===== config.mk =====
export PLATFORM = sky130hd
export DESIGN_NAME = instr_encoder_loader
export DESIGN_NICKNAME = d
export VERILOG_FILES = /design/src/rtl/instr_encoder_loader.sv
export SDC_FILE = /design/constraint.sdc
export NUM_CORES = 1
export LEC_CHECK = 0
export CAP_MARGIN = 20
export CORE_AREA = 8 8 86 118
export DETAILED_ROUTE_END_ITERATION = 7
export DIE_AREA = 0 0 94 126
export PLACE_DENSITY = 0.87
export SLEW_MARGIN = 20
export SYNTH_ARGS = -nofsm -noshare
export SYNTH_HDL_FRONTEND = slang
export SYNTH_SLANG_ARGS = --single-unit

===== constraint.sdc =====
create_clock -name clk -period 2.7 [get_ports clk]
set_input_delay 0.405 -clock clk [delete_from_list [all_inputs] [get_ports clk]]
set_output_delay 0.405 -clock clk [all_outputs]
set_load 0.05 [all_outputs]

===== src/rtl/instr_encoder_loader.sv =====
// instr_encoder_loader: packs decoded RV32I instruction fields into machine
// words and streams them into instruction memory, one word per cycle.
// Each bundle is range/alignment checked; the first failing bundle stops the
// session with a sticky error code until the next start or reset.
module instr_encoder_loader #(
    parameter int unsigned ADDR_W    = 10,
    parameter int unsigned DEPTH     = 1024,
    parameter logic [31:0] BASE_ADDR = 32'h0000_0000
) (
    input  logic              clk,
    input  logic              rst_n,
    input  logic              start,
    input  logic              in_valid,
    output logic              in_ready,
    input  logic [6:0]        in_opcode,
    input  logic [4:0]        in_rd,
    input  logic [4:0]        in_rs1,
    input  logic [4:0]        in_rs2,
    input  logic [2:0]        in_funct3,
    input  logic [6:0]        in_funct7,
    input  logic [31:0]       in_imm,
    input  logic              in_last,
    output logic              mem_we,
    output logic [31:0]       mem_addr,
    output logic [31:0]       mem_wdata,
    output logic              busy,
    output logic              done,
    output logic              err,
    output logic [2:0]        err_code,
    output logic [ADDR_W:0]   word_count
);

    localparam logic [1:0] S_IDLE = 2'd0;
    localparam logic [1:0] S_LOAD = 2'd1;
    localparam logic [1:0] S_DONE = 2'd2;
    localparam logic [1:0] S_ERR  = 2'd3;

    localparam logic [6:0] OP_R      = 7'b0110011;
    localparam logic [6:0] OP_LOAD   = 7'b0000011;
    localparam logic [6:0] OP_JALR   = 7'b1100111;
    localparam logic [6:0] OP_IMM    = 7'b0010011;
    localparam logic [6:0] OP_STORE  = 7'b0100011;
    localparam logic [6:0] OP_BRANCH = 7'b1100011;
    localparam logic [6:0] OP_JAL    = 7'b1101111;
    localparam logic [6:0] OP_LUI    = 7'b0110111;
    localparam logic [6:0] OP_AUIPC  = 7'b0010111;

    localparam logic [2:0] E_NONE     = 3'd0;
    localparam logic [2:0] E_OPCODE   = 3'd1;
    localparam logic [2:0] E_RANGE    = 3'd2;
    localparam logic [2:0] E_ALIGN    = 3'd3;
    localparam logic [2:0] E_OVERFLOW = 3'd4;

    localparam logic [ADDR_W:0] DEPTH_W = (ADDR_W + 1)'(DEPTH);

    logic [1:0]        state_q,      state_d;
    logic              mem_we_q,     mem_we_d;
    logic [31:0]       mem_addr_q,   mem_addr_d;
    logic [31:0]       mem_wdata_q,  mem_wdata_d;
    logic              err_q,        err_d;
    logic [2:0]        err_code_q,   err_code_d;
    logic [ADDR_W:0]   word_count_q, word_count_d;

    logic              op_known;
    logic              imm_bad;
    logic              misaligned;
    logic [31:0]       enc_word;
    logic [2:0]        err_sel;
    logic [ADDR_W-1:0] word_idx;

    // Encode the incoming bundle and flag range/alignment violations
    always_comb begin
        // NOTE: every signal gets a default before the case so no path leaves it unassigned (no latch).
        op_known   = 1'b1;
        imm_bad    = 1'b0;
        misaligned = 1'b0;
        enc_word   = '0;
        case (in_opcode)
            OP_R: begin
                enc_word = {in_funct7, in_rs2, in_rs1, in_funct3, in_rd, in_opcode};
            end
            OP_LOAD, OP_JALR, OP_IMM: begin
                if (in_opcode == OP_IMM && (in_funct3 == 3'b001 || in_funct3 == 3'b101)) begin
                    // Shift-immediate: shamt is unsigned 5-bit, funct7 carries the arith flag
                    enc_word = {in_funct7, in_imm[4:0], in_rs1, in_funct3, in_rd, in_opcode};
                    imm_bad  = |in_imm[31:5];
                end else begin
                    enc_word = {in_imm[11:0], in_rs1, in_funct3, in_rd, in_opcode};
                    imm_bad  = in_imm[31:12] != {20{in_imm[11]}};
                end
            end
            OP_STORE: begin
                enc_word = {in_imm[11:5], in_rs2, in_rs1, in_funct3, in_imm[4:0], in_opcode};
                imm_bad  = in_imm[31:12] != {20{in_imm[11]}};
            end
            OP_BRANCH: begin
                enc_word = {in_imm[12], in_imm[10:5], in_rs2, in_rs1, in_funct3,
                            in_imm[4:1], in_imm[11], in_opcode};
                imm_bad    = in_imm[31:13] != {19{in_imm[12]}};
                misaligned = in_imm[0];
            end
            OP_JAL: begin
                enc_word = {in_imm[20], in_imm[10:1], in_imm[11], in_imm[19:12], in_rd, in_opcode};
                imm_bad    = in_imm[31:21] != {11{in_imm[20]}};
                misaligned = in_imm[0];
            end
            OP_LUI, OP_AUIPC: begin
                enc_word = {in_imm[31:12], in_rd, in_opcode};
                imm_bad  = |in_imm[11:0];
            end
            default: op_known = 1'b0;
        endcase
    end

    // Resolve the error cause with priority overflow > opcode > range > alignment
    always_comb begin
        if (word_count_q == DEPTH_W)  err_sel = E_OVERFLOW;
        else if (!op_known)           err_sel = E_OPCODE;
        else if (imm_bad)             err_sel = E_RANGE;
        else if (misaligned)          err_sel = E_ALIGN;
        else                          err_sel = E_NONE;
    end

    assign word_idx = word_count_q[ADDR_W-1:0];

    // Session state machine and write-port next state
    always_comb begin
        state_d      = state_q;
        mem_we_d     = 1'b0;
        mem_addr_d   = mem_addr_q;
        mem_wdata_d  = mem_wdata_q;
        err_d        = err_q;
        err_code_d   = err_code_q;
        word_count_d = word_count_q;
        case (state_q)
            S_LOAD: begin
                if (in_valid) begin
                    if (err_sel != E_NONE) begin
                        err_d      = 1'b1;
                        err_code_d = err_sel;
                        state_d    = S_ERR;
                    end else begin
                        mem_we_d     = 1'b1;
                        mem_addr_d   = BASE_ADDR + (32'(word_idx) << 2);
                        mem_wdata_d  = enc_word;
                        word_count_d = word_count_q + 1'b1;
                        if (in_last) state_d = S_DONE;
                    end
                end
            end
            S_DONE:  state_d = S_IDLE;
            default: ;
        endcase
        // start is honoured from every state except LOAD
        if (state_q != S_LOAD && start) begin
            state_d      = S_LOAD;
            word_count_d = '0;
            err_d        = 1'b0;
            err_code_d   = E_NONE;
        end
    end

    // Register all state; synchronous reset clears everything and drops pending writes
    always_ff @(posedge clk) begin
        if (!rst_n) begin
            state_q      <= S_IDLE;
            mem_we_q     <= 1'b0;
            mem_addr_q   <= '0;
            mem_wdata_q  <= '0;
            err_q        <= 1'b0;
            err_code_q   <= E_NONE;
            word_count_q <= '0;
        end else begin
            // NOTE: non-blocking assignments so every flop samples pre-edge values.
            state_q      <= state_d;
            mem_we_q     <= mem_we_d;
            mem_addr_q   <= mem_addr_d;
            mem_wdata_q  <= mem_wdata_d;
            err_q        <= err_d;
            err_code_q   <= err_code_d;
            word_count_q <= word_count_d;
        end
    end

    assign in_ready   = (state_q == S_LOAD);
    assign busy       = (state_q == S_LOAD);
    assign done       = (state_q == S_DONE);
    assign mem_we     = mem_we_q;
    assign mem_addr   = mem_addr_q;
    assign mem_wdata  = mem_wdata_q;
    assign err        = err_q;
    assign err_code   = err_code_q;
    assign word_count = word_count_q;

endmodule


==> results.yml <==
critical_path:
  crit_type: "in -> reg"
  cpPeakStageDelay_ns: 0.61
  cpMaxStageDelayCell: "or4_4"
  r2r_end: "mem_addr[11]$_SDFFE_PN0P_"
  path_cells: "clkdlybuf4s15_1, nor4_4, buf_4, buf_4, nand2_1, a22oi_2, o21ai_2, or4_4, buf_12, or4_4, a21oi_2"
  worstReg2RegStart: "word_count[2]$_SDFFE_PP0P_"
  r2r_slack_ns: 0.65
  r2r_cells: 10
  worstPathRequired_ns: 2.96
  arrival_ns: 2.95
  critPathLaunch: "in_imm[22]"
  cp-start-kind: "input pin"
  worstPathMaxFanout: 8
  end_kind: "flop"
clocking:
  numCtsBuffers: 9
  clkSinkCount: 60
  h-tree-depth: 3
  path_clk_slew_ns: 0.05
  tritoncts: "done"
  clock_tree.root_cell: "clkbuf_16"
  clk_path_buf_depth: 2
  postCtsHoldBufs: 0
  clkLatencyLatePin_ns: 0.33
min_path:
  min_path_cells: 2
  hold_end: "err$_SDFFE_PP0P_"
  min_path_type: "reg -> reg"
  hold_start: "err$_SDFFE_PP0P_"
synth:
  syn_area_per_cell_sq_um: 8.11
  yosys.area.top_type: "dfxtp_1"
  synth-seq-cells: 60
  postSynthCellCount: 420
  synth_most_common_cell: "dfxtp_1"
  yosysSeqAreaShare_pct: 35.2
  synthFlopType: "dfxtp_1"
  ys_top_cells_by_count: "60 x dfxtp_1, 58 x a21oi_1, 27 x a211oi_1, 27 x nand3_1, 23 x buf_4"
  synth.top_cell.area_share_pct: 35.2
  ys_async_sr_fraction_pct: 0
  ys_types: 52
  synth_edf_count: 0
  yosys-top-cells-area: "dfxtp_1 35%, a21oi_1 8.5%, a211oi_1 5.9%, buf_4 5.1%, nand3_1 4.0%"
  yosys_warnings: 0
  syn-cell-area_sq_um: 3410
sta:
  tightestPinTransition_ns: 0.600
  layout_min_cycle_time_ns: 2.69
  hold_viol: 0
  finalSetupViolations: 0
  timing.fmax_ghz: 0.372
  finalHoldWorstSlack_ns: 0.463
  slew_violations: 0
  fin_crit_sh_pct: 99.6
  setup_tns_ns: 0
  fin_skew_ns: 0.00622
  slew_headroom_pct: 60.0
final_layout:
  final_layout_size_suffix_gt1_share_pct: 21.9
  area_growth_pct: 71.3
  fin_nets: 686
  n_antenna_cell: 0
power:
  total_leakage_power_uw: 0.00221
  combPwrFrac_pct: 25.1
  cellPowerDensity_nw_per_um2: 541
  intPower_uw: 2240
  p_clk_share_pct: 45.1
  pwr-share-seq_pct: 29.7
  p_switching_uw: 915
  peakVddDrop_mv: 0.366
  netSwitchingFraction_pct: 29.0
global_routing:
  gr-usage-met2_pct: 39.3
  use_met1_pct: 23.0
  antenna_found_initial: 0
  grt_pass1_wl_mm: 21.7
  grt_max_degree: 32
  grt_overflow: 0
  grt.busiest_layer: "met2"
  grt_usage_pct: 22.7
  use_met3_pct: 7.49
  grt_pass1_vias: 4484
die:
  die_w_um: 94
  rows: 40
  start_util_pct: 40.5
  num_io_pins: 152
  coreArea_sq_um: 8410
  die-area_sq_um: 11800
  die_height_um: 126
route:
  drc_errors: 0
  drt-initial-drc-count: 625
  vias_per_cell: 6.24
  antenna_left: 0
  wirelength_mm: 14.5
  post_drt_wl_per_cell_um: 20.1
  num_vias: 4506
  drt_first_pass_iters: 6
place:
  place.gp.congestion: 0.929
  numPortBuffers: 129
  hpwl_mm: 10.2
outcome:
  status: "complete, no violations"
run:
  drv_cap: 0
-- layer usage --
layer	vias up	part of all wire (%)
met4	0	4.5
met3	89	10
met2	363	52
met5	-	0
met1	2090	34
li1	1964	-
-- logic make-up after synthesis --
| kind of cell | count (synthesis) | share of synthesized area, % |
|---|---|---|
| AO/OA/AOI/OAI | 158 | 30.7 |
| AND/OR/NAND/NOR | 124 | 20.2 |
| buffers and inverters | 67 | 10.5 |
| flip-flops | 60 | 35.2 |
| adder cells (fa/ha/maj) | 5 | 1.84 |
| multiplexers | 4 | 1.17 |
| other | 1 | 0.110 |
| XOR/XNOR | 1 | 0.257 |
-- power by group through the flow --
stage | combinational, uW | clock (uW) | sequential, uW
4_1_cts | 770 | 1430 | 939
5_1_grt | 829 | 1480 | 942
3_3_place_gp | 742 | 0 | 954
2_1_floorplan | 411 | 0 | 1010
3_5_place_dp | 761 | 0 | 957
6_report | 794 | 1420 | 939
-- placed cells by master, fill, tap and decap left out, types with 5 or more instances in the layout --
master            n
clkdlybuf4s50_1  97
buf_4            76
dfxtp_1          60
a21oi_1          55
nand3_1          27
a211oi_1         27
conb_1           22
nand2_1          21
dlygate4sd2_1    18
inv_1            14
o21ai_0          13
a22oi_1          12
dlymetal6s2s_1   12
nor2_1           11
a222oi_1         11
nor3_1            9
clkbuf_16         9
nand4_1           7
nor4_2            6
o21ai_1           5
ha_1              5
buf_12            5
-- metrics by stage --
stage	area, sq um	worst slack [ns]	instances	power [uW]	utilization [%]
final	5840	0.0104	722	3160	69.4
after global routing	5840	-0.0571	722	3250	69.4
after CTS	5700	0.000653	717	3140	67.8
after detailed placement	5240	-0.553	696	1720	62.3
after global placement	5240	-0.491	696	1700	62.3
after floorplan	3490	0.232	441	1420	-
-- worst max-delay path: cells and delay by family --
kind	cells	cell delay [ns]
simple gates	4	1.48
buf+inv	4	0.68
compound gates	3	0.39
-- layout make-up --
cell class	count	area (sq um)
Fill cell	592	2570
Inverter	15	56.3
Clock inverter	4	120
Sequential cell	60	1200
Tap cell	105	131
Timing Repair Buffer	212	2010
Multi-Input combinational cell	314	2070
Clock buffer	12	246
-- worst max-delay path by stage --
stage / depth (start not counted) / slack (ns) / end
2_1_floorplan: 9 / 0.23 / word_count[4]$_SDFFE_PP0P_
3_3_place_gp: 10 / -0.49 / word_count[3]$_SDFFE_PP0P_
3_5_place_dp: 9 / -0.55 / word_count[8]$_SDFFE_PP0P_
4_1_cts: 9 / 0.0007 / word_count[4]$_SDFFE_PP0P_
5_1_grt: 10 / -0.06 / word_count[4]$_SDFFE_PP0P_
6_report: 11 / 0.01 / word_count[4]$_SDFFE_PP0P_
-- state kept, by name, indices dropped and copies added (netlist names) --
signal / flops
mem_wdata: 32
mem_addr: 10
err_code: 3
word_count: 11
state_q: 2
mem_we: 1
err: 1
-- what timing repair did --
| action | 4_1_cts | 5_1_grt |
|---|---|---|
| endpoints found under the setup margin | 52 | 53 |
| buffers inserted | 4 | 5 |
| pin swaps | 16 | 6 |
| cloned | 1 | 0 |
| gates resized for setup | 30 | 34 |
(Power assumes the default switching activity.)
